$ cat src/rtl/store_monitor.sv
// store_monitor
// ----------------------------------------------------------------------------
// Self-check block for the multicycle MIPS top level. It watches the
// processor's data-memory write port, classifies each store, and holds a
// sticky verdict. The program can then be checked on hardware without a
// simulation bench. It also runs a cycle watchdog and captures the first
// illegal store.
//
// Ports:
//   clk          system clock, all state updates on posedge
//   reset        asynchronous active-low reset (0 = in reset)
//   MemWrite     store strobe, one cycle high per store
//   dataadr      store byte address
//   WriteData    store data
//   done         a verdict has been reached (any terminal state)
//   pass         the completion store was seen with the expected data
//   fail         an illegal store was seen
//   timeout      the watchdog expired before any verdict
//   store_count  stores accepted while running (saturating)
//   cycle_count  clocks spent running (saturating)
//   fail_addr    address of the failing store
//   fail_data    data of the failing store
// ----------------------------------------------------------------------------
module store_monitor #(
  parameter logic [31:0] PASS_ADDR      = 32'd84,
  parameter logic [31:0] PASS_DATA      = 32'd7,
  parameter logic [31:0] IGNORE_ADDR    = 32'd80,
  parameter logic [31:0] TIMEOUT_CYCLES = 32'd1000,
  parameter int          CNT_W          = 16
) (
  input  logic             clk,
  input  logic             reset,
  input  logic             MemWrite,
  input  logic [31:0]      dataadr,
  input  logic [31:0]      WriteData,
  output logic             done,
  output logic             pass,
  output logic             fail,
  output logic             timeout,
  output logic [CNT_W-1:0] store_count,
  output logic [31:0]      cycle_count,
  output logic [31:0]      fail_addr,
  output logic [31:0]      fail_data
);

  typedef enum logic [1:0] {
    ST_RUN     = 2'd0,
    ST_PASS    = 2'd1,
    ST_FAIL    = 2'd2,
    ST_TIMEOUT = 2'd3
  } state_t;

  state_t state_reg, state_next;

  logic             running;
  logic             store_event;
  logic             capture;
  logic [CNT_W-1:0] store_count_next;
  logic [31:0]      cycle_count_next;

  assign running     = (state_reg == ST_RUN);
  assign store_event = running && MemWrite;

  // Next-state decision. The store checks come first, so a store on the
  // same edge as watchdog expiry always wins over the timeout.
  always_comb begin
    state_next = state_reg;
    capture    = 1'b0;
    if (running) begin
      if (MemWrite) begin
        if (dataadr == PASS_ADDR && WriteData == PASS_DATA) begin
          state_next = ST_PASS;
        end else if (dataadr == IGNORE_ADDR) begin
          state_next = ST_RUN;
        end else begin
          state_next = ST_FAIL;
          capture    = 1'b1;
        end
      end else if (TIMEOUT_CYCLES != 32'd0 &&
                   (cycle_count + 32'd1) == TIMEOUT_CYCLES) begin
        state_next = ST_TIMEOUT;
      end
    end
  end

  // Both counters saturate and are frozen outside RUN. The edge that
  // terminates the run is still counted because it is sampled in RUN.
  always_comb begin
    store_count_next = store_count;
    cycle_count_next = cycle_count;
    if (store_event && store_count != {CNT_W{1'b1}}) begin
      store_count_next = store_count + 1'b1;
    end
    if (running && cycle_count != 32'hFFFF_FFFF) begin
      cycle_count_next = cycle_count + 32'd1;
    end
  end

  // Verdict flags are registered from the next state. They are therefore
  // visible right after the deciding edge and are one-hot once done is set.
  always_ff @(posedge clk or negedge reset) begin
    if (!reset) begin
      state_reg   <= ST_RUN;
      done        <= 1'b0;
      pass        <= 1'b0;
      fail        <= 1'b0;
      timeout     <= 1'b0;
      store_count <= '0;
      cycle_count <= '0;
      fail_addr   <= '0;
      fail_data   <= '0;
    end else begin
      state_reg   <= state_next;
      done        <= (state_next != ST_RUN);
      pass        <= (state_next == ST_PASS);
      fail        <= (state_next == ST_FAIL);
      timeout     <= (state_next == ST_TIMEOUT);
      store_count <= store_count_next;
      cycle_count <= cycle_count_next;
      if (capture) begin
        fail_addr <= dataadr;
        fail_data <= WriteData;
      end
    end
  end

endmodule
$ cat config.mk
export PLATFORM = sky130hd
export DESIGN_NAME = store_monitor
export DESIGN_NICKNAME = d
export VERILOG_FILES = /design/src/rtl/store_monitor.sv
export SDC_FILE = /design/constraint.sdc
export NUM_CORES = 1
export LEC_CHECK = 0
export CORE_UTILIZATION = 42
export DETAILED_ROUTE_END_ITERATION = 8
export PLACE_DENSITY_LB_ADDON = 0.15
export SYNTH_ARGS = -nofsm -noshare
export SYNTH_HDL_FRONTEND = slang
export SYNTH_SLANG_ARGS = --single-unit
$ cat constraint.sdc
create_clock -name clk -period 2.4 [get_ports clk]
set_input_delay 0.48 -clock clk [delete_from_list [all_inputs] [get_ports clk]]
set_output_delay 0.48 -clock clk [all_outputs]
set_load 0.1 [all_outputs]
==> impl_summary.md <==
Timing
The final setup slack of the worst path is between 0.06 and 0.07 ns. The max-slew violation total from the final report is 0. Static timing analysis puts the maximum clock frequency at 428 MHz. The number of failing setup endpoints in the final timing report is 0. On the final layout, the worst clock skew is 0.00777 ns. The total count of hold-check failures in the final report is 0. The relative slew slack is 69.2%. The worst path in the final design needs a cycle of ~2.3 ns, including I/O delays and setup. At the pin with the least slew margin, the transition time is 0.458 ns. The share of the cycle needed by the critical path after routing is 97.5%. The sum of negative setup slack is 0 ns. Setup repair after global routing could not meet its margin everywhere.

Drt
After detailed routing, the number of remaining DRC violations is 0. The detail route stage leaves a number of antenna-violating nets equal to 0. The number of detailed-routing iterations run before antenna repair is 4.

The count of vias placed by the detailed router is ~4,600. Dividing the detail-routed wire length by the instance count gives 17.0 microns. For this block, the routed nets add up to between 10,000 and 15,000 microns of wire. For this block, the initial DRC count from the detailed router was around 160. In the routed layout, each cell is associated on average with a via count of roughly 5.3.

Clocking
The tree built by TritonCTS fans out to 118 sinks. The clock latency reported for the late side of the worst-skew pair is 0.41 ns. CTS built an H-tree with a depth of 4. In this run, CTS created clock tree buffers numbering 17.

TritonCTS built the clock tree. After clock tree synthesis, the clock-pin slew on the worst setup and hold paths is around 0.060 ns. The clock passes through at most 2 buffers.

The clock root buffer is clkbuf_16.

GRT
The wire length of the first global-routing pass is 23,400 microns. The initial antenna violation count was 0. Global routing finished with a remaining overflow of 0. The via count of the first global-routing pass came to 4,695.

The overall global routing resource usage is 23.0%. Entering global routing, the biggest net connects about 40 pins.

Setup path
The startpoint kind of the worst setup timing path is a flip-flop. The cell with the largest stage delay on the worst path is dfrtp_4. The terminus of the critical flop-to-flop path is done. Across all register-to-register paths, the minimum setup slack is 0.06 ns.

In this design, the stage delay of the slowest critical-path cell is 0.49 ns. In this run the critical register-to-register path is launched from cycle_count[1]. The critical path capture point is done.

At the worst endpoint, the arrival time is roughly 2.7 ns. The critical path capture point type is a flip-flop. In this run the worst path has a maximum fanout of 4.

The required time of the critical path is roughly 2.7 ns. The start point of the critical path is cycle_count[1]. The worst setup path is of the reg2reg kind. Traced cell by cell, the critical path runs through ha_4 > and3_4 > or3b_4 > a2111oi_4 > o211ai_1 > nor4_2 > o2111ai_2 > nand3_1. Measured in cells, the most critical reg-to-reg path has a length of 8.

Synth
The synthesized netlist cell count is 474. The count of cell types in the netlist is 47. The biggest area contributor in the post-synthesis netlist is dfrtp_1.

The sequential-to-total area share from yosys stat is a little over half. The number of nets in the synthesized netlist is 543. The flip-flop cell with the highest count after synthesis is dfrtp_1.

The number of flops mapped to enable cells by yosys is 0. The fraction of registers with async set or reset after synthesis is between 90% and 100%. The Yosys step of the flow raised 0 warnings. The total standard cell area after synthesis is 5490 sq um. The post-synthesis average cell area is 11.6 sq um. The flop and latch count out of synthesis is 118. By area the synthesized netlist is led by dfrtp_1 (54%), mux2_2 (14%), xnor2_1 (5.6%).

In this run the biggest area consumer among cell types represents a little over half of the synthesized area.

Finish
Summing all non-filler instances in the final layout gives an area of 8280 sq um. In the final layout, the share of cells above drive strength 1 is between 40% and 50%. The number of antenna cells inserted is 0.

The final layout contains around 760 nets. The largest registers in the layout are cycle_count x32, fail_addr x32, fail_data x32. The area growth from synthesis to final layout is 50.8%.

Place
The count of buffers inserted at the top-level ports is 182. The cell area after placement is between 7000 and 8000 sq um. The wire-length estimate of the detail-placed layout is around 11,000 microns. The post-place setup slack is -0.413 ns.

The congestion estimate from routability-driven global placement came to 0.901.

Die
The starting utilization of the core area is 43.3%. The die outline area is approximately 14,000 sq um. The number of placed I/O pins is 183. The area of the core region is 12,700 sq um. In this run the vertical extent of the chip is 116 microns. The floorplan step set the die width to 116 microns. Row generation in the floorplan step produced 41 rows.

Power and ir drop
Dividing total power by cell area gives a power density of around 1300 nW/um^2. The highest ir drop seen on vdd is 1290 uV. The share of total power dissipated in combinational logic is 50.2%.

Per report_power, the sequential group accounts for 26.3% of the total. The proportion of power drawn by the clock network is roughly a quarter. Cell internal power was estimated by the tool at 0.00536 W. Summed over all cells, the static leakage comes to 3.62 nW. Of the total power, the share spent switching nets is 50.0%. The switching power total is 0.00536 W.

Min path
The worst hold path class is reg2reg.

Flow run
The count of max-cap constraint violations is 0.

Run status
The run finished with clean final reports.
## worst max-delay path: cells and delay by family, from the launching register on
kind	cells	cell delay (ns)
AND/OR/NAND/NOR	4	0.88
flip-flops	1	0.49
AO/OA/AOI/OAI	3	0.73
adder cells (fa/ha/maj)	1	0.18
## through the flow
stage	hold slack, ns	cells	total power [W]	utilization, %
floorplan	0.184	474	0.00690	-
global placement	0.428	844	0.00816	60.0
detailed placement	0.432	844	0.00822	60.0
CTS	0.491	876	0.0108	64.9
global route	0.498	878	0.0111	65.4
finish	0.486	878	0.0107	65.4
## power groups by stage
stage               Sequential, W  Combinational, W  Clock (W)
floorplan                 0.00628          0.000615          0
global placement          0.00281           0.00535          0
detailed placement        0.00284           0.00539          0
CTS                       0.00282           0.00539    0.00258
global route              0.00288           0.00553    0.00267
finish                    0.00282           0.00538    0.00253
## kinds of logic (layout without fill, tap and decap cells)
kind of cell	after synthesis	after routing	synth area share [%]
fa+ha+maj	2	2	0.456
flops	118	118	53.8
compound gates	21	21	2.92
simple gates	177	177	17.5
xor+xnor	59	59	9.41
buf+inv	30	262	2.21
mux	67	67	13.7
## placed cells by master, fill, tap and decap left out, types with 3 or more instances in the layout
master             n
clkinv_2           3
nor3_1            17
nor4_1            16
nand2_1           35
clkinvlp_4         3
dfrtp_1           86
xnor2_1           35
buf_4            157
and4_1             4
mux2_2            66
clkbuf_8           5
or2_2              3
clkbuf_16         17
nand4_1           21
dfrtp_2           16
nor2_1            28
dfrtp_4           16
o21a_1             3
nand3_1           26
and3_1             5
nor4_2             3
xor2_1            24
buf_12             3
clkdlybuf4s50_1   65
inv_1              5
## worst min-delay path by stage
stage | startpoint | endpoint | slack, ns | cells past startpoint
final | store_count[9] | store_count[9] | 0.49 | 1
after global routing | store_count[8] | store_count[8] | 0.50 | 1
after CTS | store_count[9] | store_count[9] | 0.49 | 1
after detailed placement | reset | cycle_count[11] | 0.43 | 1
after global placement | reset | cycle_count[11] | 0.43 | 1
after floorplan | reset | async pin | 0.18 | 0
## area by class of cell
cell class	instances	area [sq um]
Multi-Input combinational cell	326	2520
Sequential cell	118	3030
Fill cell	980	4390
Clock inverter	8	97.6
Clock buffer	23	498
Timing Repair Buffer	226	1900
Inverter	5	18.8
Tap cell	172	215
## what timing repair did
action,in CTS,in global routing
setup endpoints to repair,4,84
hold buffers,1,0
resized for setup,2,7
pin swaps,0,2
hold endpoints to repair,26,0
setup buffers,0,2
## cell usage after synthesis (2+ instances only)
cell type / count
mux2_2: 66
or4_1: 3
o31ai_1: 2
nand4_1: 21
buf_2: 3
or2_2: 3
and4_1: 4
a211oi_1: 2
dfrtp_1: 118
xor2_1: 24
nor4_1: 20
ha_1: 2
and2_1: 2
nor3_1: 17
and3_1: 6
nor4bb_1: 2
inv_1: 5
nand3_1: 26
clkbuf_1: 19
o21a_1: 3
o21ai_0: 2
xnor2_1: 35
nor2_1: 28
o41ai_1: 2
nand2_1: 36
a21oi_1: 2
## metal layers
layer / GRT usage (%) / vias to the layer above / wire, microns
li1: - / 2155 / -
met1: 27.4 / 2278 / 6190
met2: 38.1 / 176 / 7370
met3: 6.85 / 28 / 1030
met4: 10.8 / 0 / 361
met5: 0 / - / 0
Note: power is estimated with default switching activity, not from simulation.
